--- config.mk ---
export PLATFORM = sky130hd
export DESIGN_NAME = i2c_color_target
export DESIGN_NICKNAME = d
export VERILOG_FILES = /design/src/rtl/i2c_color_target.sv
export SDC_FILE = /design/constraint.sdc
export NUM_CORES = 1
export LEC_CHECK = 0
export BUFFER_PORTS_ARGS = -buffer_cell sky130_fd_sc_hd__buf_2
export CAP_MARGIN = 5
export CORE_ASPECT_RATIO = 0.7
export CORE_UTILIZATION = 35
export CTS_BUF_LIST = sky130_fd_sc_hd__clkbuf_8
export CTS_CLUSTER_SIZE = 8
export DETAILED_ROUTE_END_ITERATION = 8
export GPL_ROUTABILITY_DRIVEN = 0
export PLACE_DENSITY = 0.63
export SKIP_LAST_GASP = 1
export SYNTH_ARGS = -nofsm -noshare
export SYNTH_HDL_FRONTEND = slang
export SYNTH_SLANG_ARGS = --single-unit
--- constraint.sdc ---
create_clock -name clock -period 3.9 [get_ports clock]
set_input_delay 0.39 -clock clock [delete_from_list [all_inputs] [get_ports clock]]
set_output_delay 0.39 -clock clock [all_outputs]
set_load 0.01 [all_outputs]
--- src/rtl/i2c_color_target.sv ---
// ---------------------------------------------------------------------------
// i2c_color_target
// I2C target that emulates an RGB colour sensor so the colour read path can
// be closed in loopback without a physical sensor. SCL/SDA are oversampled on
// the system clock; the target serves a device ID, three R/W config registers
// and the red/green/blue 16-bit samples.
//
// Ports
//   clock      in   system clock (25 MHz)
//   reset      in   synchronous, active-high reset
//   scl_in     in   raw SCL pin level (asynchronous)
//   sda_in     in   raw SDA pin level (asynchronous)
//   sda_oe     out  1 = pull SDA low, 0 = release (open drain)
//   red        in   red sample   (0x0B low / 0x0C high)
//   green      in   green sample (0x09 low / 0x0A high)
//   blue       in   blue sample  (0x0D low / 0x0E high)
//   config1..3 out  config registers 0x01..0x03
//   wr_strobe  out  one-cycle pulse on any config register write
//   busy       out  high from START to STOP, addressed or not
// ---------------------------------------------------------------------------
module i2c_color_target #(
    parameter logic [6:0] DEVICE_ADDRESS = 7'h44,
    parameter logic [7:0] DEVICE_ID      = 8'h7D
) (
    input  logic        clock,
    input  logic        reset,
    input  logic        scl_in,
    input  logic        sda_in,
    output logic        sda_oe,
    input  logic [15:0] red,
    input  logic [15:0] green,
    input  logic [15:0] blue,
    output logic [7:0]  config1,
    output logic [7:0]  config2,
    output logic [7:0]  config3,
    output logic        wr_strobe,
    output logic        busy
);

    typedef enum logic [3:0] {
        ST_IDLE      = 4'd0,
        ST_ADDR      = 4'd1,
        ST_ADDR_ACK  = 4'd2,
        ST_REG       = 4'd3,
        ST_REG_ACK   = 4'd4,
        ST_WDATA     = 4'd5,
        ST_WDATA_ACK = 4'd6,
        ST_RDATA     = 4'd7,
        ST_RDATA_ACK = 4'd8,
        ST_IGNORE    = 4'd9
    } state_t;

    // Shadow layout: {red, green, blue}
    function automatic logic [7:0] reg_read(
        input logic [7:0]  ptr,
        input logic [47:0] shadow,
        input logic [7:0]  c1,
        input logic [7:0]  c2,
        input logic [7:0]  c3
    );
        logic [7:0] val;
        case (ptr)
            8'h00:   val = DEVICE_ID;
            8'h01:   val = c1;
            8'h02:   val = c2;
            8'h03:   val = c3;
            8'h09:   val = shadow[23:16];
            8'h0A:   val = shadow[31:24];
            8'h0B:   val = shadow[39:32];
            8'h0C:   val = shadow[47:40];
            8'h0D:   val = shadow[7:0];
            8'h0E:   val = shadow[15:8];
            default: val = 8'h00;
        endcase
        return val;
    endfunction

    // Synchroniser stages [1:0] plus one stage of history for edge detection
    logic [1:0] scl_sync_q;
    logic [1:0] sda_sync_q;
    logic       scl_hist_q;
    logic       sda_hist_q;

    logic       scl_s;
    logic       sda_s;
    logic       scl_rise_s;
    logic       scl_fall_s;
    logic       start_s;
    logic       stop_s;
    logic [7:0] rx_byte_s;
    logic [7:0] rd_byte_s;

    state_t      state_q;
    logic [3:0]  bit_cnt_q;
    logic [6:0]  shift_q;
    logic [7:0]  tx_q;
    logic [7:0]  ptr_q;
    logic        rw_q;
    logic        ack_phase_q;
    logic        sda_oe_q;
    logic        wr_strobe_q;
    logic        busy_q;
    logic [7:0]  config1_q;
    logic [7:0]  config2_q;
    logic [7:0]  config3_q;
    logic [47:0] shadow_q;

    // Two-flop synchronisers and edge history for the bus pins; idle bus is high
    always_ff @(posedge clock) begin
        if (reset) begin
            scl_sync_q <= 2'b11;
            sda_sync_q <= 2'b11;
            scl_hist_q <= 1'b1;
            sda_hist_q <= 1'b1;
        end else begin
            scl_sync_q <= {scl_sync_q[0], scl_in};
            sda_sync_q <= {sda_sync_q[0], sda_in};
            scl_hist_q <= scl_sync_q[1];
            sda_hist_q <= sda_sync_q[1];
        end
    end

    assign scl_s      = scl_sync_q[1];
    assign sda_s      = sda_sync_q[1];
    assign scl_rise_s = scl_s & ~scl_hist_q;
    assign scl_fall_s = ~scl_s & scl_hist_q;
    // START/STOP are SDA transitions while SCL is stably high
    assign start_s    = scl_s & scl_hist_q & sda_hist_q & ~sda_s;
    assign stop_s     = scl_s & scl_hist_q & ~sda_hist_q & sda_s;
    assign rx_byte_s  = {shift_q, sda_s};
    assign rd_byte_s  = reg_read(ptr_q, shadow_q, config1_q, config2_q, config3_q);

    // Protocol FSM: bus decode, register file access and the SDA driver
    always_ff @(posedge clock) begin
        if (reset) begin
            state_q     <= ST_IDLE;
            bit_cnt_q   <= 4'd0;
            shift_q     <= 7'd0;
            tx_q        <= 8'h00;
            ptr_q       <= 8'h00;
            rw_q        <= 1'b0;
            ack_phase_q <= 1'b0;
            sda_oe_q    <= 1'b0;
            wr_strobe_q <= 1'b0;
            busy_q      <= 1'b0;
            config1_q   <= 8'h00;
            config2_q   <= 8'h00;
            config3_q   <= 8'h00;
            shadow_q    <= 48'h0;
        end else begin
            wr_strobe_q <= 1'b0;
            if (start_s) begin
                state_q     <= ST_ADDR;
                bit_cnt_q   <= 4'd0;
                ack_phase_q <= 1'b0;
                sda_oe_q    <= 1'b0;
                busy_q      <= 1'b1;
            end else if (stop_s) begin
                state_q     <= ST_IDLE;
                ack_phase_q <= 1'b0;
                sda_oe_q    <= 1'b0;
                busy_q      <= 1'b0;
            end else begin
                case (state_q)
                    ST_IDLE: begin
                        sda_oe_q <= 1'b0;
                    end

                    ST_ADDR: begin
                        if (scl_rise_s) begin
                            shift_q <= rx_byte_s[6:0];
                            if (bit_cnt_q == 4'd7) begin
                                bit_cnt_q   <= 4'd0;
                                ack_phase_q <= 1'b0;
                                if (rx_byte_s[7:1] == DEVICE_ADDRESS) begin
                                    rw_q    <= rx_byte_s[0];
                                    state_q <= ST_ADDR_ACK;
                                end else begin
                                    state_q <= ST_IGNORE;
                                end
                            end else begin
                                bit_cnt_q <= bit_cnt_q + 4'd1;
                            end
                        end
                    end

                    // First falling edge drives ACK; second ends it and
                    // either starts the first read bit or waits for the pointer
                    ST_ADDR_ACK: begin
                        if (scl_fall_s) begin
                            if (!ack_phase_q) begin
                                sda_oe_q    <= 1'b1;
                                ack_phase_q <= 1'b1;
                                if (rw_q) begin
                                    shadow_q <= {red, green, blue};
                                end
                            end else begin
                                ack_phase_q <= 1'b0;
                                if (rw_q) begin
                                    tx_q      <= {rd_byte_s[6:0], 1'b0};
                                    sda_oe_q  <= ~rd_byte_s[7];
                                    bit_cnt_q <= 4'd1;
                                    state_q   <= ST_RDATA;
                                end else begin
                                    sda_oe_q  <= 1'b0;
                                    bit_cnt_q <= 4'd0;
                                    state_q   <= ST_REG;
                                end
                            end
                        end
                    end

                    ST_REG: begin
                        if (scl_rise_s) begin
                            shift_q <= rx_byte_s[6:0];
                            if (bit_cnt_q == 4'd7) begin
                                ptr_q       <= rx_byte_s;
                                bit_cnt_q   <= 4'd0;
                                ack_phase_q <= 1'b0;
                                state_q     <= ST_REG_ACK;
                            end else begin
                                bit_cnt_q <= bit_cnt_q + 4'd1;
                            end
                        end
                    end

                    ST_REG_ACK, ST_WDATA_ACK: begin
                        if (scl_fall_s) begin
                            if (!ack_phase_q) begin
                                sda_oe_q    <= 1'b1;
                                ack_phase_q <= 1'b1;
                            end else begin
                                sda_oe_q    <= 1'b0;
                                ack_phase_q <= 1'b0;
                                bit_cnt_q   <= 4'd0;
                                state_q     <= ST_WDATA;
                            end
                        end
                    end

                    // Only 0x01..0x03 are writable; other bytes are ACKed and dropped
                    ST_WDATA: begin
                        if (scl_rise_s) begin
                            shift_q <= rx_byte_s[6:0];
                            if (bit_cnt_q == 4'd7) begin
                                case (ptr_q)
                                    8'h01: begin
                                        config1_q   <= rx_byte_s;
                                        wr_strobe_q <= 1'b1;
                                    end
                                    8'h02: begin
                                        config2_q   <= rx_byte_s;
                                        wr_strobe_q <= 1'b1;
                                    end
                                    8'h03: begin
                                        config3_q   <= rx_byte_s;
                                        wr_strobe_q <= 1'b1;
                                    end
                                    default: begin
                                        wr_strobe_q <= 1'b0;
                                    end
                                endcase
                                ptr_q       <= ptr_q + 8'd1;
                                bit_cnt_q   <= 4'd0;
                                ack_phase_q <= 1'b0;
                                state_q     <= ST_WDATA_ACK;
                            end else begin
                                bit_cnt_q <= bit_cnt_q + 4'd1;
                            end
                        end
                    end

                    // bit_cnt_q counts bits already placed on the bus
                    ST_RDATA: begin
                        if (scl_fall_s) begin
                            if (bit_cnt_q == 4'd8) begin
                                sda_oe_q    <= 1'b0;
                                ack_phase_q <= 1'b0;
                                state_q     <= ST_RDATA_ACK;
                            end else begin
                                sda_oe_q  <= ~tx_q[7];
                                tx_q      <= {tx_q[6:0], 1'b0};
                                bit_cnt_q <= bit_cnt_q + 4'd1;
                            end
                        end
                    end

                    // Master ACK advances the pointer; NACK ends the read
                    ST_RDATA_ACK: begin
                        if (scl_rise_s) begin
                            if (!sda_s) begin
                                ptr_q       <= ptr_q + 8'd1;
                                ack_phase_q <= 1'b1;
                            end else begin
                                state_q <= ST_IGNORE;
                            end
                        end else if (scl_fall_s && ack_phase_q) begin
                            tx_q        <= {rd_byte_s[6:0], 1'b0};
                            sda_oe_q    <= ~rd_byte_s[7];
                            bit_cnt_q   <= 4'd1;
                            ack_phase_q <= 1'b0;
                            state_q     <= ST_RDATA;
                        end
                    end

                    ST_IGNORE: begin
                        sda_oe_q <= 1'b0;
                    end

                    default: begin
                        sda_oe_q <= 1'b0;
                        state_q  <= ST_IDLE;
                    end
                endcase
            end
        end
    end

    assign sda_oe    = sda_oe_q;
    assign wr_strobe = wr_strobe_q;
    assign busy      = busy_q;
    assign config1   = config1_q;
    assign config2   = config2_q;
    assign config3   = config3_q;

endmodule

==> flow_summary.html <==
<table>
<tr><th>Metric</th><th>Value</th></tr>
<tr><th colspan="2">Floorplanning</th></tr>
<tr><td>I/O pin count</td><td>79</td></tr>
<tr><td>Initial Util</td><td>36.0%</td></tr>
<tr><td>Core footprint</td><td>15600 um^2</td></tr>
<tr><td>Die W</td><td>approximately 150 um</td></tr>
<tr><td>Die Y</td><td>108 um</td></tr>
<tr><td>Die ar.</td><td>16500 um^2</td></tr>
<tr><td>Number of rows created at floorplan</td><td>38</td></tr>
<tr><th colspan="2">Clock tree</th></tr>
<tr><td>Clock latency of the later-clocked register in the worst-skew pair</td><td>0.43 ns</td></tr>
<tr><td>Number of post-CTS setup repair buffers</td><td>0</td></tr>
<tr><td>Number of hold buffers added after cts</td><td>0</td></tr>
<tr><td>Clock tree root driver cell</td><td>clkbuf_8</td></tr>
<tr><td>Total CTS buffers</td><td>17</td></tr>
<tr><td>CTS Sinks</td><td>113</td></tr>
<tr><td>Clock tree from TritonCTS</td><td>done</td></tr>
<tr><td>H-tree lvl count</td><td>4</td></tr>
<tr><td>Post-cts gate resize count</td><td>0</td></tr>
<tr><td>Bufs on Longest Clock Path</td><td>2</td></tr>
<tr><td>Clock slew at reported path FFs</td><td>0.08 ns</td></tr>
<tr><th colspan="2">Timing</th></tr>
<tr><td>Maximum clock frequency</td><td>roughly 360 MHz</td></tr>
<tr><td>Setup Viol. Count Final</td><td>0</td></tr>
<tr><td>Number of endpoints with negative hold slack in the final report</td><td>0</td></tr>
<tr><td>Period Utilization, post-route</td><td>between 70% and 80%</td></tr>
<tr><td>Transition time at the pin with the least slew margin</td><td>around 1.1 ns</td></tr>
<tr><td>Clock tree skew after final layout</td><td>0.0141 ns</td></tr>
<tr><td>Worst Setup Slack, final</td><td>1.15 ns</td></tr>
<tr><td>Total negative slack for setup checks</td><td>0 ns</td></tr>
<tr><td>Number of max-slew violations in the final report</td><td>0</td></tr>
<tr><td>Period minus WS final</td><td>2.75 ns</td></tr>
<tr><td>Setup repair after global routing missed its margin</td><td>no</td></tr>
<tr><td>Worst max-slew margin expressed relative to the limit</td><td>27.5%</td></tr>
<tr><th colspan="2">Logic synthesis</th></tr>
<tr><td>Sequential area share after synthesis</td><td>40.3%</td></tr>
<tr><td>Number of distinct standard cells referenced by the synthesized netlist</td><td>65</td></tr>
<tr><td>Most instantiated flip-flop cell in the synthesis netlist</td><td>dfxtp_1</td></tr>
<tr><td>Post-Synthesis Net Count</td><td>801</td></tr>
<tr><td>EDFF count, synth</td><td>0</td></tr>
<tr><td>Post-Synthesis Cells</td><td>about 740</td></tr>
<tr><td>Netlist area before placement</td><td>around 5600 um^2</td></tr>
<tr><td>Async S/R FF share, synth</td><td>0%</td></tr>
<tr><td>FF+latch count, synth</td><td>~110</td></tr>
<tr><td>Number of warning messages in the yosys log</td><td>0</td></tr>
<tr><td>Per-instance average area after synthesis</td><td>7.55 um^2</td></tr>
<tr><th colspan="2">Min path</th></tr>
<tr><td>Hold/Removal Path Class</td><td>in2reg</td></tr>
<tr><td>Depth of the worst hold-timing path</td><td>2</td></tr>
<tr><th colspan="2">Finish</th></tr>
<tr><td>FILL cells</td><td>1622</td></tr>
<tr><td>Multi-input gate area in the final layout</td><td>3070 um^2</td></tr>
<tr><td>Final Non-Filler Cells</td><td>1002</td></tr>
<tr><td>Count of nets after finishing</td><td>847</td></tr>
<tr><td>Fraction of final layout cells with drive strength greater than 1</td><td>15.8%</td></tr>
<tr><td>Signed area change from the synthesized netlist to the final layout</td><td>15.5%</td></tr>
<tr><td>Most frequent cells in the layout</td><td>188 x nand2_1, 113 x dfxtp_1, 95 x a21oi_1</td></tr>
<tr><td>Commonest non-fill, non-tap cell in the layout</td><td>nand2_1</td></tr>
<tr><td>Antenna fix cells</td><td>0</td></tr>
<tr><td>Sequential cell area</td><td>2260 um^2</td></tr>
<tr><th colspan="2">Worst setup path</th></tr>
<tr><td>Startpoint type of the worst setup path</td><td>flop</td></tr>
<tr><td>Terminus of the critical flop-to-flop path</td><td>tx_q[5]</td></tr>
<tr><td>Crit path max fanout</td><td>24</td></tr>
<tr><td>Internal reg-to-reg setup slack</td><td>1.15 ns</td></tr>
<tr><td>CP endpoint</td><td>tx_q[5]</td></tr>
<tr><td>WP data arrival</td><td>3.09 ns</td></tr>
<tr><td>Launch instance of the worst register-to-register path</td><td>state_q[0]</td></tr>
<tr><td>Data required time at the worst endpoint</td><td>4.23 ns</td></tr>
<tr><td>Setup CP Type</td><td>reg2reg</td></tr>
<tr><td>Critical path capture point type</td><td>flop</td></tr>
<tr><td>Number of cells traversed by the worst register-to-register path</td><td>6</td></tr>
<tr><td>Worst setup path startpoint</td><td>state_q[0]</td></tr>
<tr><th colspan="2">Drt</th></tr>
<tr><td>1st-iter DRT viols</td><td>698</td></tr>
<tr><td>Detail-routed net length per standard cell</td><td>16.9 um</td></tr>
<tr><td>Initial DRT Pass Iterations</td><td>5</td></tr>
<tr><td>Number of antenna-violating nets in the routed design</td><td>0</td></tr>
<tr><td>Vias post-DR</td><td>5556</td></tr>
<tr><td>Vias per cell</td><td>roughly 5.5</td></tr>
<tr><td>Total length of routed wires</td><td>17000 um</td></tr>
<tr><td># DRC</td><td>0</td></tr>
<tr><th colspan="2">GRT</th></tr>
<tr><td>Number of global-route vias before repair</td><td>approximately 4900</td></tr>
<tr><td>Initial antenna violation count</td><td>0</td></tr>
<tr><td>GRT Overall Usage</td><td>between 20% and 30%</td></tr>
<tr><td>Maximum number of pins on one net before global-route repair</td><td>80</td></tr>
<tr><td>First-pass GRT wire length</td><td>27100 um</td></tr>
<tr><td>Total overflow reported by the global router</td><td>0</td></tr>
<tr><th colspan="2">Placement</th></tr>
<tr><td>Inst Count DP</td><td>970</td></tr>
<tr><td>DP Worst Slack</td><td>1.24 ns</td></tr>
<tr><td>Detail Placement HPWL</td><td>roughly 12000 um</td></tr>
<tr><td>Port Buffer Count</td><td>between 70 and 80</td></tr>
<tr><th colspan="2">Power</th></tr>
<tr><td>Power density cells</td><td>435 nW/um^2</td></tr>
<tr><td>Leak Pwr</td><td>~2.3 nW</td></tr>
<tr><td>Peak supply drop</td><td>0.193 mV</td></tr>
<tr><th colspan="2">Run status</th></tr>
<tr><td>Outcome</td><td>finished, final reports clean</td></tr>
<tr><th colspan="2">Job</th></tr>
<tr><td>Count of max-cap constraint violations</td><td>0</td></tr>
</table>
[through the flow]
step	hold slack (ns)	power, mW	cell area, um^2	utilization [%]
after floorplan	0.389	1.54	5610	-
after global placement	0.391	1.64	6060	38.8
after detailed placement	0.396	1.64	6060	38.8
after CTS	0.117	2.82	6480	41.5
after global routing	0.136	2.94	6480	41.5
final	0.142	2.81	6480	41.5
[report_power, final]
group	switching, mW	total, mW	leakage (nW)	internal (mW)
clock network	0.584	1.18	0.208	0.601
registers	0.0699	1.24	0.911	1.17
logic	0.231	0.387	1.20	0.156
[worst min path at each step]
stage | slack [ns] | endpoint | start
6_report | 0.14 | scl_sync_q[0] | scl_in
4_1_cts | 0.12 | scl_sync_q[0] | scl_in
2_1_floorplan | 0.39 | scl_sync_q[1] | scl_sync_q[0]
3_3_place_gp | 0.39 | sda_sync_q[1] | sda_sync_q[0]
5_1_grt | 0.14 | sda_sync_q[0] | sda_in
3_5_place_dp | 0.40 | sda_sync_q[1] | sda_sync_q[0]
[final cells by class]
cell class,count,area share [%]
timing repair buffer,83,6.65
inverter,12,0.696
sequential,113,34.9
clock buffer,17,3.61
tap,200,3.86
multi-input combinational,562,47.4
clock inverter,15,2.84
[sequential cells by signal, indices dropped and copies added (netlist names)]
name / cells
ack_phase_q: 1
bit_cnt_q: 4
busy: 1
config1: 8
config2: 8
config3: 8
ptr_q: 8
rw_q: 1
scl_hist_q: 1
scl_sync_q: 2
sda_hist_q: 1
sda_oe: 1
sda_sync_q: 2
shadow_q: 48
shift_q: 7
state_q: 4
tx_q: 7
wr_strobe: 1
[synthesized netlist by cell type (7+ instances only)]
cell type / count / share of area, %
nand2_1: 188 / 13
dfxtp_1: 113 / 40
a21oi_1: 95 / 8.5
nor2_1: 47 / 3.1
clkbuf_1: 42 / 2.8
o21ai_0: 25 / 2.2
nor3_1: 17 / 1.5
mux2i_1: 15 / 2.7
a211oi_1: 14 / 1.9
nand3_1: 13 / 1.2
inv_1: 11 / 0.74
buf_2: 10 / 0.89
a22oi_1: 8 / 1.1
a31oi_1: 8 / 0.89
nor2b_1: 8 / 0.89
nand2b_1: 7 / 0.78
or2_2: 7 / 0.78
[cells by family after synthesis]
group,count (synthesis),synth area share [%]
compound gates,210,23.9
simple gates,329,26.5
xor+xnor,1,0.156
buf+inv,68,4.91
fa+ha+maj,7,1.52
flops,113,40.3
mux,15,2.68
[per-layer routing]
metal / part of all wire [%] / global-route usage (%) / vias to the layer above
li1: - / - / 2722
met1: 53 / 33.3 / 2575
met2: 38 / 27.0 / 246
met3: 8.7 / 5.03 / 13
met4: 0.65 / 5.19 / 0
met5: 0 / 0 / -
[worst max-delay path: stages, from the launching register on]
cell and delay [ns]:
dfxtp_1 0.83, nor2b_1 0.60, nand2_1 0.19, o2111ai_1 0.40
or3_1 0.33, a211oi_1 0.09, nor3_1 0.22
Note: power is estimated with default switching activity, not from simulation.
